File: config.mk
export PLATFORM = sky130hd
export DESIGN_NAME = fir_out_requant
export DESIGN_NICKNAME = d
export VERILOG_FILES = /design/src/rtl/fir_out_requant.sv
export SDC_FILE = /design/constraint.sdc
export NUM_CORES = 1
export LEC_CHECK = 0
export BUFFER_PORTS_ARGS = -buffer_cell sky130_fd_sc_hd__buf_2
export CAP_MARGIN = 20
export CORE_MARGIN = 5
export CORE_UTILIZATION = 25
export CTS_CLUSTER_SIZE = 20
export DETAILED_ROUTE_END_ITERATION = 16
export GPL_TIMING_DRIVEN = 0
export PLACE_DENSITY = 0.5
export SLEW_MARGIN = 10
export SYNTH_ARGS = -nofsm -noshare
export SYNTH_HDL_FRONTEND = slang
export SYNTH_SLANG_ARGS = --single-unit
File: constraint.sdc
create_clock -name i_clk -period 2.5 [get_ports i_clk]
set_input_delay 0 -clock i_clk [delete_from_list [all_inputs] [get_ports i_clk]]
set_output_delay 0 -clock i_clk [all_outputs]
set_load 0.02 [all_outputs]
File: src/rtl/fir_out_requant.sv
// FIR output requantiser: decimate, round half-up, saturate, then buffer in a
// first-word-fall-through FIFO with sticky overflow/drop flags.
module fir_out_requant #(
    parameter int G_I_W   = 23,
    parameter int G_O_W   = 12,
    parameter int G_SHIFT = 8,
    parameter int G_DECIM = 4,
    parameter int G_DEPTH = 4
) (
    input  logic             i_clk,
    input  logic             i_rst_n,
    input  logic             i_en,
    input  logic [G_I_W-1:0] i_result,
    input  logic             i_clr,
    output logic [G_O_W-1:0] o_data,
    output logic             o_valid,
    input  logic             i_ready,
    output logic             o_ovf,
    output logic             o_drop
);

    localparam int PH_W = (G_DECIM > 1) ? $clog2(G_DECIM) : 1;
    localparam int A_W  = $clog2(G_DEPTH);
    localparam int C_W  = A_W + 1;

    localparam logic [PH_W-1:0]     PH_LAST = PH_W'(G_DECIM - 1);
    localparam logic signed [G_I_W:0] RND   = $signed({{G_I_W{1'b0}}, 1'b1} << (G_SHIFT - 1));
    localparam logic signed [G_I_W:0] SAT_MAX =
        $signed({{(G_I_W - G_O_W + 2){1'b0}}, {(G_O_W - 1){1'b1}}});
    localparam logic signed [G_I_W:0] SAT_MIN =
        $signed({{(G_I_W - G_O_W + 2){1'b1}}, {(G_O_W - 1){1'b0}}});

    logic [PH_W-1:0]        phase;
    logic                   take;
    logic signed [G_I_W:0]  ext;
    logic signed [G_I_W:0]  rounded;
    logic signed [G_I_W:0]  s1_val;
    logic                   s1_valid;
    logic [G_O_W-1:0]       sat;
    logic                   clamp;

    logic [G_O_W-1:0]       mem [G_DEPTH];
    logic [A_W-1:0]         wr_ptr;
    logic [A_W-1:0]         rd_ptr;
    logic [C_W-1:0]         count;
    logic                   full;
    logic                   pop;
    logic                   wr;
    logic                   drop_evt;
    logic                   ovf_evt;

    assign take    = i_en && (phase == '0);
    assign ext     = $signed({i_result[G_I_W-1], i_result}) + RND;
    assign rounded = ext >>> G_SHIFT;

    always_ff @(posedge i_clk or negedge i_rst_n) begin
        if (!i_rst_n) begin
            phase <= '0;
        end else if (i_en) begin
            phase <= (phase == PH_LAST) ? '0 : phase + PH_W'(1);
        end
    end

    always_ff @(posedge i_clk or negedge i_rst_n) begin
        if (!i_rst_n) begin
            s1_val   <= '0;
            s1_valid <= 1'b0;
        end else begin
            s1_valid <= take;
            if (take) begin
                s1_val <= rounded;
            end
        end
    end

    always_comb begin
        sat   = s1_val[G_O_W-1:0];
        clamp = 1'b0;
        if (s1_val > SAT_MAX) begin
            sat   = SAT_MAX[G_O_W-1:0];
            clamp = 1'b1;
        end else if (s1_val < SAT_MIN) begin
            sat   = SAT_MIN[G_O_W-1:0];
            clamp = 1'b1;
        end
    end

    // A full FIFO still accepts a write when the head leaves on the same edge.
    assign full     = (count == C_W'(G_DEPTH));
    assign o_valid  = (count != '0);
    assign pop      = o_valid && i_ready;
    assign wr       = s1_valid && (!full || pop);
    assign drop_evt = s1_valid && full && !pop;
    assign ovf_evt  = s1_valid && clamp;
    assign o_data   = o_valid ? mem[rd_ptr] : '0;

    always_ff @(posedge i_clk) begin
        if (wr) begin
            mem[wr_ptr] <= sat;
        end
    end

    always_ff @(posedge i_clk or negedge i_rst_n) begin
        if (!i_rst_n) begin
            wr_ptr <= '0;
            rd_ptr <= '0;
            count  <= '0;
        end else begin
            if (wr) begin
                wr_ptr <= wr_ptr + A_W'(1);
            end
            if (pop) begin
                rd_ptr <= rd_ptr + A_W'(1);
            end
            if (wr && !pop) begin
                count <= count + C_W'(1);
            end else if (!wr && pop) begin
                count <= count - C_W'(1);
            end
        end
    end

    // Set events take priority over a same-edge clear.
    always_ff @(posedge i_clk or negedge i_rst_n) begin
        if (!i_rst_n) begin
            o_ovf  <= 1'b0;
            o_drop <= 1'b0;
        end else begin
            if (ovf_evt) begin
                o_ovf <= 1'b1;
            end else if (i_clr) begin
                o_ovf <= 1'b0;
            end
            if (drop_evt) begin
                o_drop <= 1'b1;
            end else if (i_clr) begin
                o_drop <= 1'b0;
            end
        end
    end

endmodule
[After elaboration in Yosys (flattened, before gate mapping)]
Memory sizes are Yosys's and may differ from the RTL's.
Index checks and enable logic that the tools add are counted.
Cells by class
  add/subtract/negate cells: 6
  magnitude comparators: 2
  equality and inequality tests: 2
  multiplexer cells: 13
  reductions and logical operators: 17
Operators with widths (number)
  two-way mux 12 bit: 3
  adder 23 x 9 -> 24 bit, second input constant: 1
  > comparator 16 x 12 -> 1 bit, second input constant: 1
  less-than comparator 16 x 12 -> 1 bit, second input constant: 1
  logical AND 1 bit: 8
  two-way mux 1 bit: 7
  adder 2 x 1 -> 2 bit, second input constant: 3
  two-way mux 3 bit: 2
  nonzero test 2 bit: 3
  adder 3 x 1 -> 3 bit, second input constant: 1
  equality test 3 bit, second input constant: 1
  logical NOT 1 bit: 3
  nonzero test 3 bit: 1
  subtractor 3 x 1 -> 3 bit, second input constant: 1
  equality test 2 bit, second input constant: 1
  logical NOT 2 bit: 1
  two-way mux 2 bit: 1
  logical OR 1 bit: 1
Storage, ports and cells
  register bits: 28
  RAM bits: 48
  input port bits: 28
  logic and storage cells: 49
  memories: 1
Memories
  mem: words 4, width 12, rd ports 1, clocked after memory_dff 0, write ports 1, RTL line 42  | logic [G_O_W-1:0] mem [G_DEPTH];

[Logic depth before layout (Yosys ltp)]
Gate-level depths: netlist (run 1).
  depth after elaboration: 8
  depth in mapped cells: 8
  gate-level depth less buffers: 8

[Worst setup path after synthesis (run 1)]
Ideal clock, no wire load.
  kind: register -> register
  from: register count[0]
  to: register count[1]
  arrival time: 1.872 ns
  slack: 0.503 ns
  cell stages (with the launch flop): 7
  path through: dfrtp_1 nor4b_1 nor2_1 ha_1 inv_1 fa_1 mux2_2
On the way
  cells in the longest elaborated chain, start to end: 7
  elaborated cells between the ends (all ways): 15
  those cells by class: add/sub (2); eq/ne (1); mux (2); reduce/logical (10)
RTL lines
  start, declared: RTL line 45  | logic [C_W-1:0] count;
  start signal, assigned: RTL line 116  | count <= count + C_W'(1);
  start signal, assigned: RTL line 118  | count <= count - C_W'(1);
  equality test 3 bit / nonzero test 3 bit (equally long branches): RTL line 89, 90
  logical NOT 1 bit / logical AND 1 bit (equally long branches): RTL line 92, 91
  logical OR 1 bit (*): RTL line 92  | assign wr = s1_valid && (!full || pop);
  logical AND 1 bit (*): RTL line 92
  named net wr: RTL line 48  | logic wr;
  logical NOT 1 bit: RTL line 117  | end else if (!wr && pop) begin
  logical AND 1 bit: RTL line 117
  nonzero test 2 bit (no line)
Mark *: on every way through the listed nets, which the timed path passes. The rest lies on a longest branch. The select of a mux whose other input is x is not followed.
A chain may end at the register's enable or synchronous reset.

[Worst setup path in the final report (run 1)]
Ends and elaborated chain as after synthesis.

==> flow_summary.toml, run 1 <==
[run_status]
status = "complete, no violations"

[placed_design]
dpl.cell_count = 455
placed_cell_area_um2 = 3780
place_ws_ns = 0.203
dp_hpwl_mm = 4.56
routabilityCongestion = 0.741
port_buffers = 35

[synthesis]
synth.avg_cell_area_um2 = 13.9
synth_commonest_cells = "edfxtp_1 (48), dfrtp_1 (28), nand2_1 (26)"
yosys.area.top_type_share_pct = 42.6
async_flop_share_pct = 36.8
synth-edff-count = 48
synth_area_um2 = 3390
synthTopCellsByArea = "edfxtp_1 (43%), dfrtp_1 (21%), mux4_2 (8.0%), xnor2_1 (4.1%), and2_1 (3.0%)"
ys_warn_count = 0
ys_seq_area_share_pct = 63.2
synth_fp_nets = 281
synth.distinct_cells = 31
post-synth-top-count-cell = "edfxtp_1"
yosys_register_bits = 76
synth_cells = 244
synth_top_area_cell = "edfxtp_1"
dominantRegCellSynth = "edfxtp_1"

[layout]
insertedDiodeCount = 0
nNetsFinal = 334
final_util_pct = 31.2
fin_cells = 478
stdcell_area_um2 = 4130
drive_above_1_share_pct = 23.5
syn2layout_area_growth_pct = 21.9

[cts]
cts.repair.resized = 0
postCtsSetupRepairBufs = 0
h-tree-depth = 3
cts_buffers = 9
cts_tree = "done"
cts_sinks = 76
clock_path_buffers = 2
clk_latency_ns = 0.33
cts-root-buf = "clkbuf_16"
path_clk_slew_ns = 0.06

[routing]
detail_route.wl_per_cell_um = 13.3
routed_wl_mm = 6.35
dr_wl_met3_um = 340
top_layer = "met4"
initialDrtViolationCount = 60
met2WireLength_mm = 2.73
first_pass_iters = 4
via_count = 1971
antenna_left = 0
drc = 0
avgViaCountPerCell = 4.12
wl_met1_mm = 3.16

[timing]
slew_viol_final = 0
setup-violations-final = 0
finClkSkew_ns = 0.00715
fin_tns_setup_ns = 0
grt_setup_unrepaired = "false"
post-route-min-period_ns = 2.26
finalCritPeriodShare_pct = 90.6
fin_hold_ws_ns = 0.00700
max_freq_mhz = 442
max_slew.worst_pin.slew_ns = 0.656
final_hold_viol_count = 0
relSlewSlack_pct = 56.3
setup_ws_ns = 0.236

[power_and_ir_drop]
ir_worst_vdd_mv = 0.399
p_per_area_nw_per_um2 = 1200
p_leak_nw = 1.53
p_total_mw = 4.95

[worst_setup_path]
worstRegToRegCells = 6
reg2reg_from = "count[0]"
path_cells = "nor4b_1 > nor2_1 > ha_1 > inv_1 > fa_1 > mux2_2"
reg2reg_setup_slack_ns = 0.24
path_delay_family = "simple AND/OR/NAND/NOR gates"
reg2reg_to = "count[1]"
crit_type = "flop to flop"
cp_max_fo = 8
critical_path.startpoint_type = "flop"
slowest_delay_ns = 0.47
worstPathRequired_ns = 2.71
slowest_stage = "nor4b_1"
cp-end-kind = "flop"
cp_num_buf_inv = 1
crit_arrival_ns = 2.47

[hold_path]
min_to = "s1_val[12]"
worstHoldPathType = "input pin to flop"
hold_depth = 3
hp-start = "i_result[20]"

[grt]
grtUsageTotal_pct = 8.64
grt_pass1_wl_mm = 10.8
overflow = 0
antenna_found_initial = 0
grt_max_degree = 29
grt_pass1_vias = 2053

[die]
initial_core_util_pct = 25.6
die_h_um = 126
dieArea_um2 = 16000
die_w_um = 126
io_pins = 43
coreArea_um2 = 13200
num_rows = 42

[flow_run]
max-cap-violations = 0
==> flip-flops by register name, indices dropped and copies added, names as in the netlist <==
signal    flops
phase         2
s1_val       16
wr_ptr        2
mem          48
count         3
o_ovf         1
o_drop        1
rd_ptr        2
s1_valid      1
==> layout by cell type, fill, tap and decap left out, types with 2 or more instances in the layout <==
| master | synthesis | routed |
|---|---|---|
| edfxtp_1 | 48 | 48 |
| buf_2 | 2 | 37 |
| dfrtp_1 | 28 | 28 |
| nand2_1 | 26 | 26 |
| and2_1 | 16 | 16 |
| xnor2_1 | 16 | 16 |
| o21ai_0 | 14 | 14 |
| inv_1 | 12 | 12 |
| mux4_2 | 12 | 12 |
| o21a_1 | 11 | 11 |
| clkbuf_16 | 0 | 9 |
| ha_1 | 8 | 8 |
| nor2_1 | 7 | 7 |
| clkbuf_1 | 7 | 7 |
| dlygate4sd3_1 | 0 | 7 |
| nor4_1 | 6 | 6 |
| nand3_1 | 5 | 5 |
| xor2_1 | 4 | 4 |
| clkinvlp_4 | 0 | 4 |
| nand4_1 | 3 | 3 |
| o21ai_1 | 3 | 3 |
| nor3_1 | 3 | 3 |
| mux2_2 | 2 | 2 |
==> worst max-delay path by stage <==
stage	depth (start not counted)	slack, ns	start	to
global placement	6	0.23	count[0]	count[1]
floorplan	6	0.50	count[0]	count[1]
detailed placement	6	0.20	count[0]	count[1]
CTS	6	0.19	count[0]	count[1]
global route	6	0.06	count[0]	count[1]
finish	6	0.24	count[0]	count[1]
==> area by class of cell <==
| cell class | instances | area (µm²) |
|---|---|---|
| plain buffers | 10 | 43.8 |
| clock buffers | 9 | 225 |
| clock inverters | 7 | 52.6 |
| fillers | 1366 | 9110 |
| inverters | 12 | 45.0 |
| multi-input cells | 146 | 1160 |
| flip-flops and latches | 76 | 2140 |
| well taps | 176 | 220 |
| repair buffers | 42 | 245 |
==> timing repair <==
| item | 4_1_cts | 5_1_grt |
|---|---|---|
| endpoints found under the setup margin | 0 | 0 |
| hold endpoints to repair | 36 | 0 |
| hold buffers | 7 | 0 |
==> logic make-up after synthesis <==
| group | synth area share (%) |
|---|---|
| flops | 63.2 |
| simple gates | 10.8 |
| compound gates | 5.95 |
| buf+inv | 2.62 |
| xor+xnor | 5.17 |
| mux | 8.64 |
| fa+ha+maj | 3.55 |
==> worst min-delay path: cells and delay by family <==
kind	cells	cell delay, ns
buffers and inverters	1	0.09
xor gates and xnor gates	1	0.09
AOI/OAI and AO/OA	1	0.11
==> where the power goes <==
group / total [mW] / switching [mW] / internal (mW)
Combinational: 1.74 / 1.00 / 0.730
Clock: 1.17 / 0.499 / 0.674
Sequential: 2.04 / 0.179 / 1.86
Total: 4.95 / 1.68 / 3.26
==> routing by layer <==
| layer | up-vias | track usage (%) |
|---|---|---|
| met2 | 49 | 12.5 |
| met3 | 6 | 2.56 |
| met1 | 926 | 11.9 |
| li1 | 990 | - |
| met5 | - | 0 |
| met4 | 0 | 4.16 |
No activity file was read; power rests on OpenSTA's default activity.
==> run 2, diff against run 1 <==
Settings changed: ABC_AREA from default to 1, CTS_BUF_LIST from default to sky130_fd_sc_hd__clkbuf_4.
==> flow_summary.toml, run 2 <==
[placed_design]
dp_hpwl_mm = 5.87
routabilityCongestion = 0.811
port_buffers = 35

[synthesis]
synth_top_family_by_area = "simple AND/OR/NAND/NOR gates"
yosys.area.top_type_share_pct = 40.4
synth_area_um2 = 3560
synth_fp_nets = 405
async_flop_share_pct = 36.8
synth-edff-count = 48
synth_top_area_cell = "edfxtp_1"
synth_cells = 368
ys_warn_count = 0
yosys.area_share.simple_pct = 20.4
yosys_register_bits = 76
dominantRegCellSynth = "edfxtp_1"
synthAdderAreaFrac_pct = 3.37
synth_commonest_cells = "nor2_1 (86), nand2_1 (56), edfxtp_1 (48)"
synthTopCellsByArea = "edfxtp_1 (40%), dfrtp_1 (20%), nor2_1 (9.1%), nand2_1 (5.9%), o21ai_0 (4.5%)"
synth.distinct_cells = 33
ys_seq_area_share_pct = 60.1
synth_xor_area_share_pct = 1.72
synth_compound_area_share_pct = 8.56
synth.avg_cell_area_um2 = 9.69
synth.area.mux_share_pct = 0.316
post-synth-top-count-cell = "nor2_1"

[timing]
max_slew.worst_pin.slew_ns = 0.735
slew_viol_final = 0
fin_tns_setup_ns = 0
setup-violations-final = 0
post-route-min-period_ns = 2.23
final_hold_viol_count = 0
finalCritPeriodShare_pct = 89.4
relSlewSlack_pct = 50.8
finClkSkew_ns = 0.0231
grt_setup_unrepaired = "false"
max_freq_mhz = 448

[routing]
drc = 0
via_count = 2719
detail_route.wl_per_cell_um = 13.0
avgViaCountPerCell = 4.32
routed_wl_mm = 8.18
first_pass_iters = 4
antenna_left = 0
initialDrtViolationCount = 178

[power_and_ir_drop]
p_total_mw = 4.79
p_per_area_nw_per_um2 = 1090
ir_worst_vdd_mv = 0.289
p_leak_nw = 1.86

[worst_setup_path]
cp-end-kind = "flop"
slowest_delay_ns = 0.55
worstPathRequired_ns = 2.83
slowest_stage = "dlygate4sd3_1"
crit_arrival_ns = 2.56
critical_path.startpoint_type = "flop"
reg2reg_setup_slack_ns = 0.27
cp_max_fo = 8
crit_type = "flop to flop"
path_cells = "inv_1 > ha_1 > nand2_2 > nor2_1 > nand3_1 > dlygate4sd3_1 > nand3_1 > dlygate4sd3_1"

[cts]
cts_buffers = 9
cts-root-buf = "clkbuf_4"
clk_latency_ns = 0.43
clock_path_buffers = 2
cts_sinks = 76
h-tree-depth = 3
path_clk_slew_ns = 0.13
cts_tree = "done"

[layout]
nFillCells = 1428
regMostFlops = "mem"
nNetsFinal = 482
drive_above_1_share_pct = 17.8
insertedDiodeCount = 0
layout_commonest_cell = "nor2_1"
syn2layout_area_growth_pct = 23.2
reg.largest.list = "mem (48), s1_val (16), count (3)"
mostFrequentLayoutCells = "nor2_1 (86), nand2_1 (56), edfxtp_1 (48)"
largest_reg_flops = 48

[die]
dieArea_um2 = 16700
io_pins = 43
initial_core_util_pct = 25.6
die_h_um = 129
num_rows = 43
die_w_um = 129
coreArea_um2 = 13900

[grt]
grt_pass1_wl_mm = 13.7
antenna_found_initial = 0
grtUsageTotal_pct = 10.6
overflow = 0
grt_pass1_vias = 2702
grt_max_degree = 29

[flow_run]
max-cap-violations = 0

[hold_path]
worstHoldPathType = "input pin to flop"

[run_status]
status = "complete, no violations"
## run 2: per-stage QoR
step	util, %	instance area (µm²)	setup WS, ns	instances	hold slack [ns]
after floorplan	-	3560	0.566	368	-0.296
after global placement	28.5	3970	0.418	583	0.0615
after detailed placement	28.7	4000	0.443	586	0.0891
after CTS	31.5	4380	0.277	629	0.0459
after global routing	31.5	4390	0.0596	630	0.0778
final	31.5	4390	0.266	630	0.0782
## run 2: final cells by class
cell class              count  area, µm²  area share [%]
flip-flops and latches     76       2140            48.8
multi-input cells         246       1230            27.9
repair buffers             66        483            11.0
well taps                 180        225            5.13
inverters                  33        124            2.82
plain buffers              13       72.6            1.65
clock buffers               9       67.6            1.54
clock inverters             7       50.0            1.14
## run 2: kinds of logic after synthesis
family,Yosys count
xor+xnor,7
compound gates,57
mux,1
simple gates,172
flops,76
buf+inv,46
fa+ha+maj,9
## run 2: worst max-delay path, delay by kind of cell (launching register included)
family	cells	cell delay, ns
buffers and inverters	3	1.17
flip-flops	1	0.39
AND/OR/NAND/NOR	4	0.38
adder cells (fa/ha/maj)	1	0.20
## run 2: worst paths after layout
kind,startpoint,end,cells past startpoint
min reg2reg,o_ovf,o_ovf,2
min,i_result[7],s1_val[1],5
max in group asynchronous,i_rst_n,o_drop,2
min in group asynchronous,i_rst_n,s1_val[7],2
max reg2reg,phase[0],s1_val[14],8
max,phase[0],s1_val[14],8
## run 2: power breakdown
group,leakage [nW],internal (mW),switching (mW)
Sequential,0.780,1.85,0.164
Combinational,1.02,0.716,1.40
Clock,0.0604,0.207,0.454
Total,1.86,2.77,2.02
## run 2: repair_timing
action	4_1_cts	5_1_grt
buffers inserted	0	0
gates resized for setup	0	0
hold buffers	27	0
hold endpoints to repair	50	0
## run 2: metal layers
layer  part of all wire [%]  GRT usage (%)  wire length [µm]  up-vias
li1                       -              -                 -     1374
met5                      0              0                 0        -
met1                     45           13.8              3710     1272
met3                    4.4           1.85               357       12
met2                     48           17.3              3960       61
met4                    1.9           4.77               152        0
